File: config.mk
export PLATFORM = sky130hd
export DESIGN_NAME = fib_bcd_conv_flat
export DESIGN_NICKNAME = d
export VERILOG_FILES = /design/src/rtl/fib_bcd_conv_if.sv /design/src/rtl/fib_bcd_conv.sv /design/src/flat_wrapper.sv
export SDC_FILE = /design/constraint.sdc
export NUM_CORES = 1
export LEC_CHECK = 0
export CAP_MARGIN = 40
export CORE_AREA = 5 5 102 104
export CTS_CLUSTER_DIAMETER = 60
export DETAILED_ROUTE_END_ITERATION = 16
export DIE_AREA = 0 0 107 109
export GPL_ROUTABILITY_DRIVEN = 0
export PLACE_DENSITY = 0.69
export SYNTH_ARGS = -nofsm -noshare
export SYNTH_HDL_FRONTEND = slang
export SYNTH_SLANG_ARGS = --single-unit
File: constraint.sdc
create_clock -name clk -period 1.35 [get_ports clk]
set_clock_uncertainty 0.05 [all_clocks]
set_input_delay 0.3375 -clock clk [delete_from_list [all_inputs] [get_ports clk]]
set_output_delay 0.3375 -clock clk [all_outputs]
set_load 0.1 [all_outputs]
File: src/rtl/fib_bcd_conv_if.sv
// Handshake/result bundle for fib_bcd_conv: upstream value and level-valid in, BCD result out.
interface fib_bcd_conv_if;
    logic        in_en;
    logic [19:0] in_data;
    logic        busy;
    logic [27:0] bcd;
    logic [2:0]  ndigits;
    logic        bcd_valid;

    modport master (output in_en, in_data, input busy, bcd, ndigits, bcd_valid);
    modport slave  (input in_en, in_data, output busy, bcd, ndigits, bcd_valid);
endinterface

File: src/rtl/fib_bcd_conv.sv
// 20-bit binary to 7-digit packed BCD converter (shift-add-3), triggered on the rising edge of in_en.
// Optional build macro FIB_BCD_BLANK_EN drives leading zero digits as 4'hF instead of 4'h0.
module fib_bcd_conv (
    input  logic           clk,
    input  logic           reset_n,
    fib_bcd_conv_if.slave  bus
);

    typedef enum logic [1:0] {
        ST_IDLE  = 2'd0,
        ST_SHIFT = 2'd1,
        ST_DONE  = 2'd2
    } state_t;

    state_t      r_state;
    state_t      w_next_state;
    logic        r_in_en_d;
    logic [19:0] r_sr;
    logic [27:0] r_acc;
    logic [4:0]  r_cnt;
    logic        r_busy;
    logic [27:0] r_bcd;
    logic [2:0]  r_ndigits;
    logic        r_bcd_valid;
    logic        w_trigger;
    logic [27:0] w_adj;

    function automatic logic [27:0] f_add3(input logic [27:0] acc);
        logic [27:0] res;
        res = acc;
        for (int i = 0; i < 7; i++) begin
            if (acc[4*i +: 4] >= 4'd5) begin
                res[4*i +: 4] = acc[4*i +: 4] + 4'd3;
            end else begin
                res[4*i +: 4] = acc[4*i +: 4];
            end
        end
        return res;
    endfunction

    // Digit count is the position of the highest nonzero digit plus one; zero counts as one digit.
    function automatic logic [2:0] f_ndigits(input logic [27:0] acc);
        logic [2:0] n;
        n = 3'd1;
        for (int i = 1; i < 7; i++) begin
            if (acc[4*i +: 4] != 4'd0) begin
                n = 3'(i + 1);
            end else begin
                n = n;
            end
        end
        return n;
    endfunction

    function automatic logic [27:0] f_present(input logic [27:0] acc);
        logic [27:0] res;
        res = acc;
`ifdef FIB_BCD_BLANK_EN
        for (int i = 1; i < 7; i++) begin
            if (i >= int'(f_ndigits(acc))) begin
                res[4*i +: 4] = 4'hF;
            end else begin
                res[4*i +: 4] = acc[4*i +: 4];
            end
        end
`endif
        return res;
    endfunction

    assign w_trigger = bus.in_en & ~r_in_en_d;
    assign w_adj     = f_add3(r_acc);

    // State register.
    always_ff @(posedge clk or negedge reset_n) begin
        if (!reset_n) begin
            r_state <= ST_IDLE;
        end else begin
            r_state <= w_next_state;
        end
    end

    // Next-state logic; triggers outside IDLE are dropped.
    always_comb begin
        w_next_state = r_state;
        case (r_state)
            ST_IDLE: begin
                if (w_trigger) begin
                    w_next_state = ST_SHIFT;
                end else begin
                    w_next_state = ST_IDLE;
                end
            end
            ST_SHIFT: begin
                if (r_cnt == 5'd19) begin
                    w_next_state = ST_DONE;
                end else begin
                    w_next_state = ST_SHIFT;
                end
            end
            ST_DONE: w_next_state = ST_IDLE;
            default: w_next_state = ST_IDLE;
        endcase
    end

    // Datapath: edge detect, shift-add-3 iteration and registered result.
    always_ff @(posedge clk or negedge reset_n) begin
        if (!reset_n) begin
            r_in_en_d   <= 1'b0;
            r_sr        <= 20'd0;
            r_acc       <= 28'd0;
            r_cnt       <= 5'd0;
            r_busy      <= 1'b0;
            r_bcd       <= 28'd0;
            r_ndigits   <= 3'd1;
            r_bcd_valid <= 1'b0;
        end else begin
            r_in_en_d   <= bus.in_en;
            r_busy      <= (w_next_state != ST_IDLE);
            r_bcd_valid <= 1'b0;
            case (r_state)
                ST_IDLE: begin
                    if (w_trigger) begin
                        r_sr  <= bus.in_data;
                        r_acc <= 28'd0;
                        r_cnt <= 5'd0;
                    end
                end
                ST_SHIFT: begin
                    {r_acc, r_sr} <= {w_adj[26:0], r_sr, 1'b0};
                    r_cnt         <= r_cnt + 5'd1;
                end
                ST_DONE: begin
                    r_bcd       <= f_present(r_acc);
                    r_ndigits   <= f_ndigits(r_acc);
                    r_bcd_valid <= 1'b1;
                end
                default: begin
                    r_cnt <= 5'd0;
                end
            endcase
        end
    end

    assign bus.busy      = r_busy;
    assign bus.bcd       = r_bcd;
    assign bus.ndigits   = r_ndigits;
    assign bus.bcd_valid = r_bcd_valid;

endmodule
File: src/flat_wrapper.sv
// flat-port wrapper written by rule: the top's interface ports become plain ports
module fib_bcd_conv_flat 
  (clk, reset_n, bus_in_en, bus_in_data, bus_busy, bus_bcd, bus_ndigits, bus_bcd_valid);
  fib_bcd_conv_if bus_i ();
  input  logic clk;
  input  logic reset_n;
  input wire logic [$bits(bus_i.in_en)-1:0] bus_in_en;
  input wire logic [$bits(bus_i.in_data)-1:0] bus_in_data;
  output wire logic [$bits(bus_i.busy)-1:0] bus_busy;
  output wire logic [$bits(bus_i.bcd)-1:0] bus_bcd;
  output wire logic [$bits(bus_i.ndigits)-1:0] bus_ndigits;
  output wire logic [$bits(bus_i.bcd_valid)-1:0] bus_bcd_valid;
  assign bus_i.in_en = bus_in_en;
  assign bus_i.in_data = bus_in_data;
  assign bus_busy = bus_i.busy;
  assign bus_bcd = bus_i.bcd;
  assign bus_ndigits = bus_i.ndigits;
  assign bus_bcd_valid = bus_i.bcd_valid;
  fib_bcd_conv u_core (.clk(clk), .reset_n(reset_n), .bus(bus_i));
endmodule
[Word-level counts from Yosys, hierarchy flattened]
Cells that the tools add are included.
Word-level totals
  bits in registers: 89
  output and inout port bits: 33
  input port bits: 23
  logic and storage cells: 65
Operators by class
  add/subtract/negate cells: 8
  eq/ne operators: 4
  magnitude comparators: 7
  mux-type cells: 23
  bitwise operators: 3
  reductions and logical operators: 11
Operator list (count)
  $pmux W28 S2: 1
  $pmux W20 S2: 1
  $ge A4 B3 Y1 const B: 7
  $mux W28: 1
  $add A4 B2 Y4 const B: 6
  $mux W4: 6
  $reduce_bool A4 Y1: 6
  $mux W20: 1
  $mux W3: 5
  $pmux W5 S3: 1
  $mux W2: 3
  $add A5 B1 Y5 const B: 1
  $eq A5 B5 Y1 const B: 1
  $mux W5: 1
  $pmux W2 S2: 1
  $reduce_and A2 Y1: 2
  $reduce_bool A2 Y1: 2
  $add A3 B2 Y3 const B: 1
  $eq A2 B1 Y1 const B: 1
  $eq A2 B2 Y1 const B: 1
  $logic_not A2 Y1: 1
  $mux W1: 2
  $ne A2 B1 Y1 const B: 1
  $not A1 Y1: 2
  $and A1 B1 Y1: 1

[Longest topological paths before layout]
Gate-level depths: netlist of the first run.
  word-level depth: 7
  gate-level depth with buffers: 6
  gate-level depth less buffers: 6

[Least setup slack after synthesis of the first run]
No wires, ideal clock.
  path type: reg2reg
  start: register u_core.r_acc[16]
  end: register u_core.r_acc[18]
  clock period less this slack: 1491 ps
  stages on the path, launching flop included: 7
  path slack: -141 ps
  arrival time: 1315 ps
  cell sequence: dfrtp_1 -> inv_1 -> ha_1 -> nand2b_1 -> a21oi_1 -> nor3_1 -> a221o_1
On the way
  longest elaborated chain between the ends: 3
  elaborated cells between the ends (all ways): 4
RTL lines
  start: declaration: RTL line fib_bcd_conv.sv:19  | logic [27:0] r_acc;
  start signal: assignment: RTL line fib_bcd_conv.sv:129  | {r_acc, r_sr} <= {w_adj[26:0], r_sr, 1'b0};
  $add A4 B2 Y4 / $ge A4 B3 Y1 (equally long branches): RTL line fib_bcd_conv.sv:33, fib_bcd_conv.sv:32
  $mux W4 (*): RTL line fib_bcd_conv.sv:32  | if (acc[4*i +: 4] >= 4'd5) begin
  $pmux W28 S2 (*): RTL line fib_bcd_conv.sv:120  | case (r_state)
Mark *: on every way between the ends. The rest lies on a longest branch, timed or not.
A chain may end at the register's enable or synchronous reset.

[Worst setup path after layout of the first run]
  start: register u_core.r_in_en_d
  end: register u_core.r_cnt[2]
On the way
  longest elaborated chain between the ends: 4
RTL lines
  start: declaration: RTL line fib_bcd_conv.sv:17  | logic r_in_en_d;
  start signal: assignment: RTL line fib_bcd_conv.sv:117  | r_in_en_d <= bus.in_en;
  $not A1 Y1: RTL line fib_bcd_conv.sv:70  | assign w_trigger = bus.in_en & ~r_in_en_d;
  $and A1 B1 Y1: RTL line fib_bcd_conv.sv:70
  $ne A2 B1 Y1 (no line)
  $reduce_and A2 Y1 (no line)
  end signal: assignment: RTL line fib_bcd_conv.sv:130  | r_cnt <= r_cnt + 5'd1;
  end: declaration: RTL line fib_bcd_conv.sv:20  | logic [4:0] r_cnt;
No other way between the ends.

==> results of run 1 <==
-- through the flow --
stage	std cells	total power, µW	cell area, µm²	hold WS, ps
after CTS	644	13400	6270	193
after detailed placement	606	10300	5600	322
after floorplan	398	7860	4190	-8.09
after global routing	661	16000	6850	191
after global placement	606	10100	5600	319
final	661	15200	6850	204
-- final cells by class --
class	instances	area [µm²]	share of cell area (%)
Multi-Input combinational cell	274	2340	34.1
Sequential cell	89	2230	32.6
Timing Repair Buffer	151	1850	26.9
Tap cell	114	143	2.08
Clock buffer	9	124	1.81
Clock inverter	7	98.8	1.44
Inverter	17	71.3	1.04
-- metal layers --
metal	share of wire (%)	routed length (µm)
met5	0	0
met4	2.2	261
met3	4.0	487
met2	54	6450
met1	40	4850
-- logic make-up (layout without fill, tap and decap cells) --
kind of cell,Yosys count,in the layout
DFF,89,89
AOI/OAI and AO/OA,101,101
muxes,19,19
and+or+nand+nor,128,128
buffers and inverters,35,184
xor gates and xnor gates,10,10
adders and majority gates,16,16
-- final timing paths --
check	from	endpoint	slack, ps	cells after the start
setup reg to reg	u_core.r_in_en_d$_DFF_PN0_	u_core.r_cnt[2]$_DFFE_PN0P_	-150	7
hold / removal	bus_in_en	u_core.r_in_en_d$_DFF_PN0_	200	1
max in group asynchronous	reset_n	u_core.bus.ndigits[0]$_DFFE_PN1P_	460	3
min in group asynchronous	reset_n	u_core.bus.bcd[18]$_DFFE_PN0P_	450	3
setup / recovery	u_core.r_in_en_d$_DFF_PN0_	u_core.r_cnt[2]$_DFFE_PN0P_	-150	7
hold reg to reg	u_core.r_cnt[0]$_DFFE_PN0P_	u_core.r_cnt[0]$_DFFE_PN0P_	480	1
-- sequential cells by signal (all words and copies together), names as in the netlist --
register and flops:
u_core.r_in_en_d 1, u_core.r_sr 20, u_core.bus.busy 1, u_core.bus.ndigits 3, u_core.r_state 2, u_core.r_cnt 5
u_core.bus.bcd_valid 1, u_core.bus.bcd 28, u_core.r_acc 28
-- synth_stat cells (all sizes together) (8+ instances only) --
master / number
nor2: 29
o21ai: 25
nand2b: 9
a21oi: 30
o22ai: 12
mux2i: 19
ha: 16
o31ai: 8
dfrtp: 88
buf: 14
nand3: 8
nand2: 70
inv: 17
a32o: 8
-- power groups by stage --
| stage | Clock [µW] | Combinational, µW | Sequential, µW |
|---|---|---|---|
| 6_report | 2080 | 8790 | 4350 |
| 5_1_grt | 2210 | 9330 | 4450 |
| 4_1_cts | 2100 | 7110 | 4230 |
| 3_5_place_dp | 0 | 6110 | 4200 |
| 3_3_place_gp | 0 | 5890 | 4160 |
| 2_1_floorplan | 0 | 2900 | 4960 |
-- timing repair --
action / in CTS / in global routing
gates resized for setup: 64 / 89
buffers inserted: 19 / 15
endpoints found under the setup margin: 86 / 113
endpoints found under the hold margin: 88 / 0
pin swaps: 42 / 33
gates cloned: 2 / 4
hold buffers: 1 / 0
==> impl_metrics.ini, run 1 <==
[placement]
place_ws_ps = -546
portBuffers = 55
dp_hpwl_mm = 6.79

[power]
power_density_nw_per_um2 = 2220
peakVddDrop_uv = 1140
pwr-share-comb_pct = 57.7
power_frac_clock_pct = 13.7
p_int_uw = 8840
p_switching_uw = 6370
p_leak_uw = 0.00296
pwr-share-seq_pct = 28.6
switching_share_pct = 41.9

[timing]
worstMarginPinSlew_ps = 468
max_slew_margin_pct = 68.4
fin_ws_ps = -154
clock.fmax_mhz = 665
fin_crit_sh_pct = 111
rsz0062_at_grt = true
setup_tns_ps = -3920
fin_crit_ps = 1500
finalHoldViolCount = 0
finalSetupViolations = 73
slew_violations = 0

[synthesis]
post-synth-top-area-cell = dfrtp_1
synth_edf_count = 0
synth_area_per_cell_um2 = 10.3
synthSimpleGateAreaFrac_pct = 13.7
async_reset_ff_share_pct = 100
yosysWarnings = 0
muxShareOfSynthArea_pct = 4.64
syn_nets = 437
yosysTopAreaCellShare_pct = 53.8
ys_ff_latch = 89
synth_xor_area_share_pct = 2.14
synth_fa_ha_area_share_pct = 4.89
syn_area_um2 = 4100
synth-compound-area-share_pct = 15.9
synth_area_leaders = dfrtp_1 (54%), nand2_1 (6.3%), ha_1 (4.9%), mux2i_1 (4.6%), a21oi_1 (3.7%)
synth_top_family_by_area = compound AO/OA/AOI/OAI gates
netlist_instances = 398
synth_top_flop_cell = dfrtp_1
synth_cell_types = 39
seq_area_frac_synth_pct = 54.4

[drt]
ant_nets = 0
vias = 3627
wirelength_mm = 12.1
viasPerCell = 5.49
drt-initial-drc-count = 112
drc = 0
wire_per_inst_um = 18.2
first_pass_iters = 4

[layout]
fin_util_pct = 72.4
diodes = 0
drive_above_1_share_pct = 44.2
finalNetCount = 581
final_cell_mix = dfrtp_1 (84), nand2_1 (67), buf_4 (60)
n_fill_cell = 596
syn_to_final_growth_pct = 67.3
layout_commonest_cell = dfrtp_1

[floorplanning]
die_w_um = 107
rows = 36
die_y_um = 109
initial_core_util_pct = 43.3
design.core.area_um2 = 9460
die-area_um2 = 11700
num_io_pins = 56

[grt]
grt.overflow.total = 0
grt_antenna_before_repair = 0
met2_usage_pct = 32.5
grt_use_total_pct = 18.1
grt_pass1_vias = 3523
grt_use_met1_pct = 22.0
grt_util_met3_pct = 3.08
busiest_layer = met2
grt_pass1_wl_mm = 16.8
grt_max_degree = 62

[clock_tree]
numClockSinks = 89
h-tree-depth = 3
cts_buffers = 9
path_clk_slew_ps = 90
cts_tree = yes
root_buffer = clkbuf_8
clock_latency_ps = 370
clock_path_buffers = 2

[job]
max_cap_violations = 0

[run_status]
violations = negative setup slack
status = finished, violations left

[hold_path]
holdCritPathClass = primary input to flip-flop

[setup_path]
cp_max_fo = 5
endpoint_kind = flip-flop
critPathBufInv = 3
cp_data_arrival_time_ps = 1700
cp.required_ps = 1550
critPathTopFamily = flip-flops
cpMaxStageDelayCell = dfrtp_2
crit_chain = nor3b_4 -> buf_6 -> buf_6 -> buf_6 -> nor2_4 -> o21ai_1 -> o21ai_1
critical_path.most_common_cell = buf_6
startpoint_type = flip-flop
critPathMaxStageDelay_ps = 450
path_class = flip-flop to flip-flop
No activity file was read; power rests on OpenSTA's default activity.
==> run 2, diff against run 1 <==
Settings changed: PLACE_DENSITY 0.69 to 0.71.
Clock period 1.35 ns to 1.7 ns, I/O delays scaled along.
==> run 2 against run 1 <==
- the flow now finishes without violations
- setup slack better by 240 ps
- final area is 20% lower
- final cell count is 10% lower
- hold slack better by 230 ps
- total power is 41% lower
- critical endpoint is now u_core.bus.ndigits[0]$_DFFE_PN1P_
- largest cell class is now sequential cells
==> impl_metrics.ini, run 2 (synthesized netlist as in run 1, its figures left out) <==
[drt]
ant_nets = 0
first_pass_iters = 4
drc = 0
wirelength_mm = 8.84
viasPerCell = 5.40
vias = 3211
drt-initial-drc-count = 159
wire_per_inst_um = 14.8

[setup_path]
cp_data_arrival_time_ps = 1860
cp_max_fo = 4
crit_chain = inv_1 -> ha_1 -> nor3b_2 -> o311ai_0 -> a31oi_1 -> o22a_1
path_class = flip-flop to flip-flop
critPathMaxStageDelay_ps = 380
critPathBufInv = 1
critPathTopFamily = compound AO/OA/AOI/OAI gates
endpoint_kind = flip-flop
cpMaxStageDelayCell = dfrtp_1
startpoint_type = flip-flop
cp.required_ps = 1940

[timing]
slew_violations = 0
worstMarginPinSlew_ps = 466
fin_crit_sh_pct = 94.7
fin_crit_ps = 1610
finalHoldViolCount = 0
rsz0062_at_grt = false
finalSetupViolations = 0
hold_ws_ps = 439
clock.fmax_mhz = 621
max_slew_margin_pct = 68.9

[power]
pwr-share-seq_pct = 37.7
power_frac_clock_pct = 15.8
p_switching_uw = 3700
pwr-share-comb_pct = 46.5
switching_share_pct = 41.5
peakVddDrop_uv = 886
power_density_nw_per_um2 = 1620
p_leak_uw = 0.00244
p_int_uw = 5220

[job]
max_cap_violations = 0

[clock_tree]
clock_latency_ps = 360
root_buffer = clkbuf_8
clock_path_buffers = 2
cts_setup_buffers = 0
cts_tree = yes
numClockSinks = 89
path_clk_slew_ps = 90
h-tree-depth = 3
cts_buffers = 9

[floorplanning]
die-area_um2 = 11700
rows = 36
num_io_pins = 56
die_y_um = 109
die_w_um = 107
initial_core_util_pct = 43.3
design.core.area_um2 = 9460

[hold_path]
holdCritPathClass = flip-flop to flip-flop

[layout]
finalNetCount = 515
regArea_um2 = 2230
multi_input_area_um2 = 1720
final_cell_mix = dfrtp_1 (88), nand2_1 (69), buf_12 (37)
drive_above_1_share_pct = 18.7
diodes = 0
layout_commonest_cell = dfrtp_1
n_fill_cell = 792
postLayoutCellArea_um2 = 5490
syn_to_final_growth_pct = 34.1

[grt]
grt_pass1_vias = 3213
grt_use_total_pct = 15.6
grt_antenna_before_repair = 0
grt_pass1_wl_mm = 14.7
grt.overflow.total = 0
grt_max_degree = 45

[placement]
portBuffers = 55
postPlaceCellArea_um2 = 5270
dp_hpwl_mm = 6.43

[run_status]
status = finished clean
[run 2: repair_timing]
| action | CTS | global route |
|---|---|---|
| gates resized for setup | 0 | 7 |
| hold endpoints to repair | 30 | 0 |
| endpoints found under the setup margin | 0 | 9 |
| hold buffers | 1 | 0 |
[run 2: metrics by stage]
step	cells	TNS (ps)	util, %	power [µW]	setup slack (ps)
floorplan	398	0	-	6040	209
global placement	578	-6440	55.8	7280	-186
detailed placement	578	-7540	55.8	7470	-227
CTS	595	0	57.8	8900	44.1
global route	595	0	58.1	9510	5.12
finish	595	0	58.1	8920	89.4
[run 2: path summary, 6_finish.rpt]
path                                             startpoint                                 to  slack (ps)  cells past startpoint
worst max-delay path            u_core.r_acc[5]$_DFFE_PN0P_  u_core.bus.ndigits[0]$_DFFE_PN1P_          90                      6
worst min-delay path            u_core.r_sr[19]$_DFFE_PN0P_        u_core.r_acc[0]$_DFFE_PN0P_         440                      2
worst max register to register  u_core.r_acc[5]$_DFFE_PN0P_  u_core.bus.ndigits[0]$_DFFE_PN1P_          90                      6
worst min register to register  u_core.r_sr[19]$_DFFE_PN0P_        u_core.r_acc[0]$_DFFE_PN0P_         440                      2
max in group asynchronous                           reset_n         u_core.r_sr[0]$_DFFE_PN0P_         570                      3
min in group asynchronous                           reset_n     u_core.bus.bcd[23]$_DFFE_PN0P_         500                      2
[run 2: final cells by class]
class / instances / area share [%]
repair buffers: 85 / 21.0
inverters: 17 / 1.16
flip-flops and latches: 89 / 40.6
clock buffers: 12 / 2.46
clock inverters: 4 / 0.866
multi-input cells: 274 / 31.3
well taps: 114 / 2.60
[run 2: power by group through the flow]
stage / Combinational, µW / Clock [µW] / Sequential (µW)
after floorplan: 2140 / 0 / 3900
after global placement: 3940 / 0 / 3340
after detailed placement: 4090 / 0 / 3380
after CTS: 4110 / 1450 / 3340
after global routing: 4530 / 1530 / 3450
final: 4150 / 1410 / 3360
[run 2: tightest hold or removal path, delay by kind of cell, from the launching register on]
kind | cells | cell delay (ps)
AO/OA/AOI/OAI | 1 | 50
AND/OR/NAND/NOR | 1 | 60
flip-flops | 1 | 350
[run 2: routing by layer]
layer / vias to the layer above / GRT usage, % / share of wire [%] / routed length, µm
li1: 1550 / - / - / -
met1: 1563 / 19.7 / 43 / 3770
met2: 84 / 26.2 / 50 / 4450
met3: 14 / 3.32 / 5.3 / 464
met4: 0 / 6.39 / 1.8 / 156
met5: - / 0 / 0 / 0
